$ cat src/rtl/mcu_fsm.sv
// mcu_fsm: multi-cycle MIPS main controller.
// A Moore FSM sequences FETCH/DECODE/EXEC/MEM/WB for each instruction and
// drives the datapath selects and write enables. It also handshakes with a
// variable-latency memory (req/ack) and counts retired instructions.
// Optional feature: define MCU_FSM_TRAP_EN to trap illegal opcodes. When it
// is defined, the FSM parks in TRAP and sets a sticky flag. When it is not
// defined, an illegal opcode retires as a NOP.
module mcu_fsm #(
    parameter int ALUOP_W = 2,
    parameter int CNT_W   = 32
) (
    input  logic               clk,
    input  logic               rst_n,
    input  logic [5:0]         op_code,
    input  logic               rt_b0,
    input  logic               mem_ack,
    output logic               mem_req,
    output logic               MemRd,
    output logic               MemWr,
    output logic               IorD,
    output logic               IRWr,
    output logic               PCWr,
    output logic               PCWrCond,
    output logic [1:0]         PCSrc,
    output logic               ALUSrcA,
    output logic [1:0]         ALUSrcB,
    output logic [ALUOP_W-1:0] ALUOp,
    output logic               RegDst,
    output logic               MemtoReg,
    output logic               RegWr,
    output logic [2:0]         br_type,
    output logic               instr_done,
    output logic [CNT_W-1:0]   instr_cnt,
    output logic               illegal_op
);

    localparam logic [5:0] OP_RTYPE  = 6'b000000;
    localparam logic [5:0] OP_REGIMM = 6'b000001;
    localparam logic [5:0] OP_J      = 6'b000010;
    localparam logic [5:0] OP_BEQ    = 6'b000100;
    localparam logic [5:0] OP_BNE    = 6'b000101;
    localparam logic [5:0] OP_BLEZ   = 6'b000110;
    localparam logic [5:0] OP_BGTZ   = 6'b000111;
    localparam logic [5:0] OP_ADDI   = 6'b001000;
    localparam logic [5:0] OP_ADDIU  = 6'b001001;
    localparam logic [5:0] OP_SLTI   = 6'b001010;
    localparam logic [5:0] OP_SLTIU  = 6'b001011;
    localparam logic [5:0] OP_ANDI   = 6'b001100;
    localparam logic [5:0] OP_ORI    = 6'b001101;
    localparam logic [5:0] OP_XORI   = 6'b001110;
    localparam logic [5:0] OP_LW     = 6'b100011;
    localparam logic [5:0] OP_SW     = 6'b101011;

    typedef enum logic [3:0] {
        IDLE, FETCH, DECODE, MEMADR, MEMRD, MEMWB, MEMWR,
        EXEC, RWB, IEXEC, IWB, BRANCH, JUMP
`ifdef MCU_FSM_TRAP_EN
        , TRAP
`endif
    } state_t;

    state_t           stateReg, stateNext;
    logic [5:0]       opQReg;
    logic [CNT_W-1:0] cntReg;
    logic [1:0]       aluOpLo;

    // State register plus the opcode latched during DECODE for later phases.
    always_ff @(posedge clk or negedge rst_n) begin
        if (!rst_n) begin
            stateReg <= IDLE;
            opQReg   <= '0;
        end else begin
            stateReg <= stateNext;
            if (stateReg == DECODE) begin
                opQReg <= op_code;
            end
        end
    end

    // Retired-instruction counter; wraps naturally at 2^CNT_W.
    always_ff @(posedge clk or negedge rst_n) begin
        if (!rst_n) begin
            cntReg <= '0;
        end else if (instr_done) begin
            cntReg <= cntReg + CNT_W'(1);
        end
    end

`ifdef MCU_FSM_TRAP_EN
    logic illegalReg;

    // Sticky flag set when DECODE routes an unknown opcode into TRAP.
    always_ff @(posedge clk or negedge rst_n) begin
        if (!rst_n) begin
            illegalReg <= 1'b0;
        end else if (stateReg == DECODE && stateNext == TRAP) begin
            illegalReg <= 1'b1;
        end
    end
    assign illegal_op = illegalReg;
`else
    assign illegal_op = 1'b0;
`endif

    // Next state and Moore outputs. Only the FETCH IR/PC writes and the
    // retire pulses on ack depend on mem_ack.
    always_comb begin
        stateNext  = stateReg;
        MemRd      = 1'b0;
        MemWr      = 1'b0;
        IorD       = 1'b0;
        IRWr       = 1'b0;
        PCWr       = 1'b0;
        PCWrCond   = 1'b0;
        PCSrc      = 2'b00;
        ALUSrcA    = 1'b0;
        ALUSrcB    = 2'b00;
        aluOpLo    = 2'b00;
        RegDst     = 1'b0;
        MemtoReg   = 1'b0;
        RegWr      = 1'b0;
        br_type    = 3'b000;
        instr_done = 1'b0;
        case (stateReg)
            IDLE:   stateNext = FETCH;
            FETCH: begin
                MemRd   = 1'b1;
                ALUSrcB = 2'b01;
                if (mem_ack) begin
                    IRWr      = 1'b1;
                    PCWr      = 1'b1;
                    stateNext = DECODE;
                end
            end
            DECODE: begin
                ALUSrcB = 2'b11;
                case (op_code)
                    OP_LW, OP_SW:                              stateNext = MEMADR;
                    OP_RTYPE:                                  stateNext = EXEC;
                    OP_BEQ, OP_BNE, OP_BLEZ, OP_BGTZ, OP_REGIMM: stateNext = BRANCH;
                    OP_J:                                      stateNext = JUMP;
                    OP_ADDI, OP_ADDIU, OP_SLTI, OP_SLTIU,
                    OP_ANDI, OP_ORI, OP_XORI:                  stateNext = IEXEC;
                    default: begin
`ifdef MCU_FSM_TRAP_EN
                        stateNext  = TRAP;
`else
                        instr_done = 1'b1;
                        stateNext  = FETCH;
`endif
                    end
                endcase
            end
            MEMADR: begin
                ALUSrcA   = 1'b1;
                ALUSrcB   = 2'b10;
                stateNext = (opQReg == OP_LW) ? MEMRD : MEMWR;
            end
            MEMRD: begin
                MemRd = 1'b1;
                IorD  = 1'b1;
                if (mem_ack) begin
                    stateNext = MEMWB;
                end
            end
            MEMWB: begin
                MemtoReg   = 1'b1;
                RegWr      = 1'b1;
                instr_done = 1'b1;
                stateNext  = FETCH;
            end
            MEMWR: begin
                MemWr = 1'b1;
                IorD  = 1'b1;
                if (mem_ack) begin
                    instr_done = 1'b1;
                    stateNext  = FETCH;
                end
            end
            EXEC: begin
                ALUSrcA   = 1'b1;
                aluOpLo   = 2'b10;
                stateNext = RWB;
            end
            RWB: begin
                RegDst     = 1'b1;
                RegWr      = 1'b1;
                instr_done = 1'b1;
                stateNext  = FETCH;
            end
            IEXEC: begin
                ALUSrcA   = 1'b1;
                ALUSrcB   = 2'b10;
                aluOpLo   = 2'b11;
                stateNext = IWB;
            end
            IWB: begin
                RegWr      = 1'b1;
                instr_done = 1'b1;
                stateNext  = FETCH;
            end
            BRANCH: begin
                ALUSrcA    = 1'b1;
                aluOpLo    = 2'b01;
                PCWrCond   = 1'b1;
                PCSrc      = 2'b01;
                instr_done = 1'b1;
                stateNext  = FETCH;
                case (opQReg)
                    OP_BNE:    br_type = 3'b001;
                    OP_BLEZ:   br_type = 3'b010;
                    OP_BGTZ:   br_type = 3'b011;
                    OP_REGIMM: br_type = rt_b0 ? 3'b101 : 3'b100;
                    default:   br_type = 3'b000;
                endcase
            end
            JUMP: begin
                PCWr       = 1'b1;
                PCSrc      = 2'b10;
                instr_done = 1'b1;
                stateNext  = FETCH;
            end
`ifdef MCU_FSM_TRAP_EN
            TRAP:   stateNext = TRAP;
`endif
            default: stateNext = IDLE;
        endcase
    end

    assign mem_req   = MemRd | MemWr;
    assign instr_cnt = cntReg;

    // ALUOp bits above the two meaningful ones are always zero.
    assign ALUOp[1:0] = aluOpLo;
    for (genvar gi = 2; gi < ALUOP_W; gi++) begin : gAluOpHi
        assign ALUOp[gi] = 1'b0;
    end

endmodule

$ cat config.mk
export PLATFORM = sky130hd
export DESIGN_NAME = mcu_fsm
export DESIGN_NICKNAME = d
export VERILOG_FILES = /design/src/rtl/mcu_fsm.sv
export SDC_FILE = /design/constraint.sdc
export NUM_CORES = 1
export LEC_CHECK = 0
export BUFFER_PORTS_ARGS = -buffer_cell sky130_fd_sc_hd__buf_2
export CORE_MARGIN = 2
export CORE_UTILIZATION = 54
export CTS_BUF_LIST = sky130_fd_sc_hd__clkbuf_4
export DETAILED_ROUTE_END_ITERATION = 12
export PLACE_DENSITY = 0.82
export SLEW_MARGIN = 20
export SYNTH_ARGS = -nofsm -noshare
export SYNTH_HDL_FRONTEND = slang
export SYNTH_SLANG_ARGS = --single-unit
$ cat constraint.sdc
create_clock -name clk -period 2.6 [get_ports clk]
set_input_delay 0.26 -clock clk [delete_from_list [all_inputs] [get_ports clk]]
set_output_delay 0.26 -clock clk [all_outputs]
set_load 0.02 [all_outputs]
==> metrics.yaml, run 1 <==
run_status:
  status: "finished, final reports clean"
global_routing:
  grt_util_all_layers_pct: 22.0
  grt_max_degree: 43
  grt_pass1_vias: 1873
  grt_pass1_wl_mm: 8.63
  grt_remaining_overflow: 0
  antenna_found_initial: 0
route:
  wl_per_cell_microns: 14.6
  vias: 1995
  drc: 0
  dr.pass1.iters: 4
  vias_per_cell: 5.72
  final_antenna_net_count: 0
  drt-initial-drc-count: 142
  routed_wl_mm: 5.09
logic_synthesis:
  async_reset_ff_share_pct: 100
  netlist_area_sq_um: 2320
  yosysMostFrequentCell: "dfrtp_1"
  synthTopCellsByArea: "dfrtp_1 (45%), xnor2_1 (8.3%), xor2_1 (4.5%), nand2_1 (3.9%), and3_1 (3.8%)"
  synth-edff-count: 0
  syn_area_per_cell_sq_um: 9.72
  synth_cells: 239
  yosysTopAreaCell: "dfrtp_1"
  synth-main-ff-cell: "dfrtp_1"
  synthTopCellsByCount: "dfrtp_1 (42), nand2_1 (24), xnor2_1 (22)"
  synth_top_area_share_pct: 45.2
  yosysUniqueCellTypes: 41
  syn_nets: 250
  yosysSeqAreaShare_pct: 45.2
  yosys_warnings: 0
  ys_seq_elements: 42
timing:
  fin_crit_ns: 2.42
  setup_viol_count_final: 0
  hold_viol_final: 0
  rsz0062_at_grt: "false"
  max_freq_mhz: 413
  slew_headroom_pct: 39.9
  finalClockSkew_ns: 0.0193
  report.final.slew_viol_count: 0
  tns_ns: 0
  timing.final.crit_share_pct: 93.1
  tightest_slew_ns: 0.901
placement:
  hpwl_mm: 3.79
  gp_congestion: 0.972
  io_buffers: 62
  dpl_cell_area_sq_um: 2650
cts:
  clk-insertion-delay-late_ns: 0.35
  htree_levels: 2
  cts_hold_buf: 0
  cts_tree: "yes"
  clockRootBuffer: "clkbuf_4"
  clk_pin_slew_ns: 0.13
  post_cts.repair.setup_buffers: 0
  clock-sinks: 42
  cts_buffers: 5
  clockBufferDepth: 2
hold_path:
  hold_path.class: "in2async"
worst_setup_path:
  critPathLaunch: "stateReg[0]"
  cp.depth: 6
  endpoint: "br_type[2]"
  r2r-start: "stateReg[3]"
  cp_top_family: "simple AND/OR/NAND/NOR gates"
  crit_chain: "inv_1 -> nor3_2 -> nor4b_1 -> nand2_1 -> nor3_1 -> buf_2"
  crit_type: "reg2out"
  crit_path_end_kind: "output pin"
  cp.arrival_ns: 2.16
  reg2regPathDepth: 8
  worstPathRequired_ns: 2.34
  r2r_slack_ns: 0.44
  cp-start-kind: "flop"
  crit_path_top_delay_cell: "dfrtp_1"
  path_max_fanout: 10
  reg2reg_to: "instr_cnt[26]"
  critical_path.max_stage_delay_ns: 0.57
  timing.critical_path.buf_inv: 2
layout:
  antenna_cells: 0
  layout-drive-gt1-share_pct: 29.1
  area_growth_pct: 16.4
  final_nets: 310
  post-route-cell-area_sq_um: 2710
floorplan:
  die-area_sq_um: 4840
  core_area_sq_um: 4060
  start_util_pct: 57.3
  io-pin-count: 64
  die_x_microns: 69.6
  rows: 23
  fp.dieH_microns: 69.6
power:
  p_sw_share_pct: 46.1
  share_comb_of_total_power_pct: 48.1
  p_clk_share_pct: 12.5
  p_per_area_nw_per_um2: 898
  p_seq_share_pct: 39.3
  ir_drop_uv: 494
  p_switching_mw: 1.12
  internal_power_mw: 1.31
  power.leakage_nw: 1.40
run:
  max_cap_violations: 0
[placed cells by master, fill, tap and decap left out, types with 2 or more instances in the layout]
master and instances:
a21oi_1 7, a311oi_1 2, and2_1 3, and3_1 14, and4_1 5, buf_2 62, buf_4 5, clkbuf_4 5
clkinv_2 2, dfrtp_1 40, dfrtp_2 2, inv_1 5, mux2_2 5, nand2_1 24, nand2b_1 3, nand3_1 10
nand4_1 12, nor2_1 8, nor2_2 2, nor2b_1 2, nor3_1 11, nor4_1 11, nor4b_1 2, o21ai_0 6
xnor2_1 22, xor2_1 12
[stage by stage]
stage	cells	power (mW)	hold WS [ns]	worst slack, ns	util (%)
3_5_place_dp	342	2.11	0.453	0.400	65.2
3_3_place_gp	342	2.09	0.442	0.464	65.2
2_1_floorplan	239	1.81	-0.0356	0.185	-
6_report	349	2.43	0.0295	0.180	66.7
4_1_cts	349	2.42	0.0603	0.0531	66.5
5_1_grt	349	2.60	0.101	0.0132	66.7
[how the worst min path moves through the flow]
stage,from,end,slack [ns],cells after the start
after CTS,rst_n,instr_cnt[21],0.06,1
after global placement,rst_n,opQReg[3],0.44,1
final,rst_n,instr_cnt[1],0.03,1
after global routing,rst_n,instr_cnt[8],0.10,1
after floorplan,rst_n,instr_cnt[0],-0.04,0
after detailed placement,rst_n,opQReg[3],0.45,1
[power groups by stage]
stage | logic [mW] | clock network, mW | registers, mW
finish | 1.17 | 0.305 | 0.955
global route | 1.28 | 0.339 | 0.982
CTS | 1.16 | 0.311 | 0.949
detailed placement | 1.15 | 0 | 0.961
global placement | 1.14 | 0 | 0.948
floorplan | 0.885 | 0 | 0.926
[worst register-to-register path: stages, from the launching register on]
cell and delay (ns):
dfrtp_2 0.49, buf_4 0.20, nor4b_4 0.29, o41ai_1 0.13
nor2_2 0.15, nor2_2 0.11, buf_4 0.18, nor4_1 0.34
xor2_1 0.19
[sequential cells by signal (all words and copies together) (netlist names)]
name       cells
stateReg       4
opQReg         6
instr_cnt     32
[layout make-up]
type	instances	area, sq um
clock buffers	5	37.5
clock inverters	2	10.0
fillers	342	1350
inverters	6	25.0
multi-input cells	177	1170
flip-flops and latches	42	1050
well taps	50	62.6
repair buffers	67	348
[per-layer routing]
layer / part of all wire (%) / vias up / wire, microns / track usage [%]
li1: - / 967 / - / -
met1: 46 / 958 / 2370 / 31.8
met2: 46 / 61 / 2360 / 33.2
met3: 5.3 / 9 / 271 / 4.22
met4: 1.8 / 0 / 90 / 8.06
met5: 0 / - / 0 / 0
[repair_timing]
action	CTS	global route
pin swaps	0	0
resized for setup	1	4
setup endpoints to repair	1	3
[cell families after synthesis]
family | synth area share [%]
and+or+nand+nor | 27.2
DFF | 45.2
xor gates and xnor gates | 12.8
AOI/OAI and AO/OA | 6.46
buffers and inverters | 4.68
muxes | 2.85
adders and majority gates | 0.538
other | 0.161
No activity file was read; power rests on OpenSTA's default activity.
==> inputs of run 2 (changes only) <==
--- a/config.mk
+++ b/config.mk
@@ -5,12 +5,14 @@
 export SDC_FILE = /design/constraint.sdc
 export NUM_CORES = 1
 export LEC_CHECK = 0
+export ABC_AREA = 1
 export BUFFER_PORTS_ARGS = -buffer_cell sky130_fd_sc_hd__buf_2
 export CORE_MARGIN = 2
-export CORE_UTILIZATION = 54
+export CORE_UTILIZATION = 55
 export CTS_BUF_LIST = sky130_fd_sc_hd__clkbuf_4
 export DETAILED_ROUTE_END_ITERATION = 12
-export PLACE_DENSITY = 0.82
+export PLACE_DENSITY = 0.81
+export SETUP_SLACK_MARGIN = 0.15
 export SLEW_MARGIN = 20
 export SYNTH_ARGS = -nofsm -noshare
 export SYNTH_HDL_FRONTEND = slang
==> run 2 against run 1 <==
Against the previous run: critical path depth increased by 1; core utilization decreased by 0.60 points; total power increased by 1.6%.
==> metrics.yaml, run 2 <==
run_status:
  status: "finished, final reports clean"  # unchanged
layout:
  final_nets: 542  # was 310
  largest_register_ffs: 32  # unchanged
  final_cells: 602  # was 349
  n_fill_cell: 502  # was 342
  area_growth_pct: 15.9  # was 16.4%
  layout-drive-gt1-share_pct: 15.2  # was 29.1%
  final_cell_mix: "nand2_1 (208), nor2_1 (77), buf_2 (62)"  # was buf_2 (62), dfrtp_1 (40), nand2_1 (24)
  post-route-cell-area_sq_um: 3370  # was 2710 sq um
  mostFrequentLayoutCell: "nand2_1"  # was buf_2
  fin_util_pct: 66.1  # was 66.7%
  antenna_cells: 0  # unchanged
cts:
  htree_levels: 2  # unchanged
  cts_tree: "yes"  # unchanged
  clockBufferDepth: 2  # unchanged
  clk_pin_slew_ns: 0.14  # was 0.13 ns
  cts_buffers: 5  # unchanged
  clk-insertion-delay-late_ns: 0.36  # was 0.35 ns
  clock-sinks: 42  # unchanged
  clockRootBuffer: "clkbuf_4"  # unchanged
worst_setup_path:
  crit_chain: "inv_1 -> nor2_2 -> nand2_1 -> nor2_1 -> nor3_4 -> nand2_4 -> buf_2"  # was inv_1 -> nor3_2 -> nor4b_1 -> nand2_1 -> nor3_1 -> buf_2
  crit_path_end_kind: "output pin"  # unchanged
  critical_path.max_stage_delay_ns: 0.42  # was 0.57 ns
  r2r_slack_ns: 0.75  # was 0.44 ns
  crit_path_top_delay_cell: "dfrtp_1"  # unchanged
  crit_type: "reg2out"  # unchanged
  cp_top_family: "simple AND/OR/NAND/NOR gates"  # unchanged
  timing.critical_path.buf_inv: 2  # unchanged
  cp.arrival_ns: 1.92  # was 2.16 ns
  worstPathRequired_ns: 2.34  # about the same
  reg2regPathDepth: 10  # was 8
  path_max_fanout: 25  # was 10
  r2r-start: "instr_cnt[0]"  # was stateReg[3]
  reg2reg_to: "instr_cnt[28]"  # was instr_cnt[26]
  cp-start-kind: "flop"  # unchanged
placement:
  post-place-cells: 594  # was 342
  io_buffers: 62  # unchanged
  dpl_cell_area_sq_um: 3290  # was 2650 sq um
  hpwl_mm: 5.99  # was 3.79 mm
  gp_congestion: 0.944  # was 0.972
logic_synthesis:
  synth_top_area_share_pct: 36.1  # was 45.2%
  yosysSeqAreaShare_pct: 36.1  # was 45.2%
  netlist_area_sq_um: 2910  # was 2320 sq um
  yosys_warnings: 0  # unchanged
  async_reset_ff_share_pct: 100  # unchanged
  synth-main-ff-cell: "dfrtp_1"  # unchanged
  synth_cells: 469  # was 239
  yosysMostFrequentCell: "nand2_1"  # was dfrtp_1
  ys_seq_elements: 42  # unchanged
  yosysUniqueCellTypes: 23  # was 41
  yosysTopAreaCell: "dfrtp_1"  # unchanged
  syn_area_per_cell_sq_um: 6.21  # was 9.72 sq um
  synth-edff-count: 0  # unchanged
  syn_nets: 480  # was 250
  synthTopCellsByArea: "dfrtp_1 (36%), nand2_1 (27%), nor2_1 (9.9%), nand3_1 (7.0%), inv_1 (4.3%)"  # was dfrtp_1 (45%), xnor2_1 (8.3%), xor2_1 (4.5%), nand2_1 (3.9%), and3_1 (3.8%)
  synthTopCellsByCount: "nand2_1 (208), nor2_1 (77), dfrtp_1 (42)"  # was dfrtp_1 (42), nand2_1 (24), xnor2_1 (22)
timing:
  timing.hold.ws_ns: 0.0275  # was 0.0295 ns
  hold_viol_final: 0  # unchanged
  tns_ns: 0  # unchanged
  slew_headroom_pct: 36.9  # was 39.9%
  fin_crit_ns: 2.18  # was 2.42 ns
  report.final.slew_viol_count: 0  # unchanged
  max_freq_mhz: 458  # was 413 MHz
  setup_viol_count_final: 0  # unchanged
  tightest_slew_ns: 0.947  # was 0.901 ns
  timing.final.crit_share_pct: 84.0  # was 93.1%
  finalClockSkew_ns: 0.0147  # was 0.0193 ns
  rsz0062_at_grt: "false"  # unchanged
floorplan:
  core_area_sq_um: 5110  # was 4060 sq um
  start_util_pct: 57.0  # was 57.3%
  io-pin-count: 64  # unchanged
  die-area_sq_um: 5890  # was 4840 sq um
  rows: 26  # was 23
  die_x_microns: 76.8  # was 69.6 microns
  fp.dieH_microns: 76.8  # was 69.6 microns
route:
  dr.pass1.iters: 5  # was 4
  wl_per_cell_microns: 13.0  # was 14.6 microns
  vias_per_cell: 5.18  # was 5.72
  final_antenna_net_count: 0  # unchanged
  drt-initial-drc-count: 202  # was 142
  vias: 3118  # was 1995
  routed_wl_mm: 7.86  # was 5.09 mm
  drc: 0  # unchanged
power:
  ir_drop_uv: 514  # was 494 uV
  power.leakage_nw: 1.90  # was 1.40 nW
  p_per_area_nw_per_um2: 731  # was 898 nW/um^2
run:
  max_cap_violations: 0  # unchanged
global_routing:
  grt_max_degree: 43  # unchanged
  grt_remaining_overflow: 0  # unchanged
  grt_util_all_layers_pct: 27.2  # was 22.0%
  antenna_found_initial: 0  # unchanged
  grt_pass1_vias: 2861  # was 1873
  grt_pass1_wl_mm: 13.0  # was 8.63 mm
hold_path:
  hold_path.class: "in2async"  # unchanged
==> run 2: routing by layer <==
metal  track usage [%]  part of all wire (%)  vias to the layer above
li1                  -                     -                     1582
met1              33.1                    42                     1400
met2              47.6                    49                      116
met3              5.29                   5.8                       20
met4              10.2                   3.1                        0
met5                 0                     0                        -
==> run 2: layout make-up <==
cell class | count | area (sq um) | share of cell area, %
clock inverters | 2 | 37.5 | 1.11
clock buffers | 6 | 45.0 | 1.33
repair buffers | 67 | 348 | 10.3
multi-input cells | 380 | 1670 | 49.6
well taps | 70 | 87.6 | 2.60
flip-flops and latches | 42 | 1050 | 31.1
inverters | 35 | 131 | 3.89
==> run 2: kinds of logic (layout without fill, tap and decap cells) <==
| family | Yosys count | count (layout) | synth area share (%) |
|---|---|---|---|
| AOI/OAI and AO/OA | 16 | 16 | 2.84 |
| xor gates and xnor gates | 15 | 15 | 4.51 |
| adders and majority gates | 1 | 1 | 0.430 |
| buffers and inverters | 47 | 110 | 6.57 |
| DFF | 42 | 42 | 36.1 |
| other | 1 | 1 | 0.129 |
| and+or+nand+nor | 347 | 347 | 49.4 |
==> run 2: worst max path at each step <==
stage                      startpoint          to  slack [ns]  cells after the start
after floorplan           stateReg[0]  br_type[0]        0.80                      8
after CTS                 stateReg[2]  instr_done        0.26                      7
after detailed placement  stateReg[2]  instr_done        0.66                      7
after global placement    stateReg[2]  instr_done        0.71                      7
final                     stateReg[2]  instr_done        0.42                      7
after global routing      stateReg[2]  instr_done        0.25                      7
==> run 2: worst register-to-register path, stage by stage, from the launching register on <==
cell	delay, ns
dfrtp_1	0.48
ha_1	0.30
inv_1	0.08
nor2_1	0.33
inv_1	0.08
nor2_1	0.22
nand2_1	0.08
nand2_1	0.06
nand2_1	0.05
nand2_1	0.06
nand2_1	0.04
==> run 2: timing repair <==
item                                    CTS  global route
endpoints found under the setup margin    0             1
setup buffers                             0             0
hold buffers                              0             0
gates resized for setup                   0             1
==> run 2: report_power, final <==
| group | internal [mW] | switching [mW] | total (mW) | leakage [nW] |
|---|---|---|---|---|
| logic | 0.334 | 0.832 | 1.17 | 1.29 |
| clock network | 0.213 | 0.220 | 0.434 | 0.0419 |
| registers | 0.757 | 0.110 | 0.868 | 0.567 |
==> run 2: through the flow <==
step                setup WS, ns  total power, mW
floorplan                  0.795             1.69
global placement           0.706             2.02
detailed placement         0.660             2.03
CTS                        0.264             2.47
global route               0.247             2.66
finish                     0.417             2.47
==> inputs of run 3 (changes only) <==
==> constraint.sdc (replaced) <==
create_clock -name clk -period 2.15 [get_ports clk]
set_input_delay 0.215 -clock clk [delete_from_list [all_inputs] [get_ports clk]]
set_output_delay 0.215 -clock clk [all_outputs]
set_load 0.02 [all_outputs]
==> run 3 against run 2 <==
Against the previous run: largest cell class unchanged; first-iteration DRC count shrank 21%; final area rose by 2.6%; die area stayed put.
==> metrics.yaml, run 3 (synthesis results as in run 2) <==
timing:
  timing.hold.ws_ns: 0.0903  # was 0.0275 ns
  setup_viol_count_final: 0  # unchanged
  hold_viol_final: 0  # unchanged
  rsz0062_at_grt: "true"  # was false
  report.final.slew_viol_count: 0  # unchanged
  tns_ns: 0  # unchanged
  max_freq_mhz: 522
  finalClockSkew_ns: 0.00715  # was 0.0147 ns
  layout_setup_ws_ns: 0.235  # was 0.417 ns
  timing.final.crit_share_pct: 89.1
  fin_crit_ns: 1.91
layout:
  n_fill_cell: 487  # was 502
  multi_input_area_sq_um: 1710  # was 1670 sq um
  final_nets: 550  # was 542
  final_cells: 610  # was 602
  area_growth_pct: 18.9  # was 15.9%
  post-route-cell-area_sq_um: 3460  # was 3370 sq um
  final-seq-area_sq_um: 1050  # about the same
  mostFrequentLayoutCell: "nand2_1"  # unchanged
  layout-drive-gt1-share_pct: 18.3  # was 15.2%
  largest_register_ffs: 32  # unchanged
  final_cell_mix: "nand2_1 (204), nor2_1 (73), buf_2 (61)"  # was nand2_1 (208), nor2_1 (77), buf_2 (62)
  antenna_cells: 0  # unchanged
route:
  drt-initial-drc-count: 160  # was 202
  wl_per_cell_microns: 13.4  # was 13.0 microns
  vias_per_cell: 5.16  # was 5.18
  final_antenna_net_count: 0  # unchanged
  vias: 3147  # was 3118
  routed_wl_mm: 8.15  # was 7.86 mm
  drc: 0  # unchanged
  dr.pass1.iters: 4  # was 5
cts:
  htree_levels: 2  # unchanged
  clockRootBuffer: "clkbuf_4"  # unchanged
  cts_tree: "yes"  # unchanged
  cts_buffers: 5  # unchanged
  clk-insertion-delay-late_ns: 0.35  # was 0.36 ns
  clockBufferDepth: 2  # unchanged
  clk_pin_slew_ns: 0.13  # was 0.14 ns
  clock-sinks: 42  # unchanged
worst_setup_path:
  crit_path_end_kind: "output pin"  # unchanged
  cp-start-kind: "flop"  # unchanged
  path_max_fanout: 7  # was 25
  crit_type: "reg2out"  # unchanged
  worstPathRequired_ns: 1.93  # was 2.34 ns
  cp.arrival_ns: 1.70  # was 1.92 ns
placement:
  dpl_cell_area_sq_um: 3310  # was 3290 sq um
  preCtsSetupSlack_ns: 0.271  # was 0.660 ns
  gp_congestion: 1.01  # was 0.944
  io_buffers: 62  # unchanged
  post-place-cells: 595  # was 594
  hpwl_mm: 6.14  # was 5.99 mm
floorplan:
  core_area_sq_um: 5110  # unchanged
  die_x_microns: 76.8  # unchanged
  die-area_sq_um: 5890  # unchanged
  rows: 26  # unchanged
  start_util_pct: 57.0  # unchanged
  io-pin-count: 64  # unchanged
  fp.dieH_microns: 76.8  # unchanged
run_status:
  status: "finished, final reports clean"  # unchanged
global_routing:
  grt_pass1_vias: 2958  # was 2861
  grt_max_degree: 33  # was 43
  grt_pass1_wl_mm: 13.6  # was 13.0 mm
  antenna_found_initial: 0  # unchanged
  grt_remaining_overflow: 0  # unchanged
  grt_util_all_layers_pct: 28.6  # was 27.2%
power:
  ir_drop_uv: 641  # was 514 uV
  power.leakage_nw: 1.93  # was 1.90 nW
  p_per_area_nw_per_um2: 881  # was 731 nW/um^2
hold_path:
  hold_path.class: "in2reg"  # was in2async
run:
  max_cap_violations: 0  # unchanged
run 3: changes by cell type in the layout (fill, tap and decap cells not counted), sizes merged:
cell	previous run	this run
clkbuf	6	5
buf	67	74
bufinv	1	0
dlygate4sd3	0	1
clkinv	0	2
run 3: stage by stage:
| step | total power, mW | util (%) |
|---|---|---|
| finish | 3.05 | 67.8 |
| detailed placement | 2.50 | 64.7 |
| CTS | 2.92 | 66.4 |
| floorplan | 2.04 | - |
| global route | 3.29 | 67.8 |
| global placement | 2.49 | 64.7 |
run 3: power by group:
group          internal (mW)  total [mW]  leakage [nW]  switching [mW]
combinational          0.526        1.59          1.34            1.07
clock                  0.122       0.394        0.0286           0.272
sequential             0.920        1.06         0.563           0.144
total                   1.57        3.05          1.93            1.48
run 3: routing by layer:
layer	track usage [%]	routed length, microns
met3	5.41	478
met4	11.1	239
met5	0	0
met1	34.4	3360
met2	50.3	4070
run 3: what timing repair did:
action | CTS | global route
hold endpoints to repair | 19 | 0
hold buffers | 1 | 0
pin swaps | 0 | 4
resized for setup | 4 | 13
buffers inserted | 1 | 5
setup endpoints to repair | 2 | 10
run 3: layout make-up:
| type | count | area share, % |
|---|---|---|
| multi-input cells | 380 | 49.4 |
| flip-flops and latches | 42 | 30.5 |
| repair buffers | 75 | 12.3 |
| inverters | 35 | 3.79 |
| well taps | 70 | 2.53 |
| clock buffers | 5 | 1.08 |
| clock inverters | 3 | 0.470 |
run 3: worst max-delay path: stages (launching register included):
cell and delay [ns]:
dfrtp_2 0.46, buf_4 0.15, nor2_4 0.15, nand2_2 0.10, nor2_2 0.16, nor3_4 0.07, nand2_4 0.10, buf_4 0.15
run 3: worst paths after layout:
check	from	to	slack (ns)	cells after the start
worst max-delay path	stateReg[3]	instr_done	0.24	7
worst min-delay path	mem_ack	stateReg[0]	0.09	2
worst max register to register	instr_cnt[0]	instr_cnt[30]	0.43	8
worst min register to register	opQReg[2]	opQReg[2]	0.52	2
max in group asynchronous	rst_n	stateReg[0]	1.16	3
min in group asynchronous	rst_n	instr_cnt[8]	0.32	2
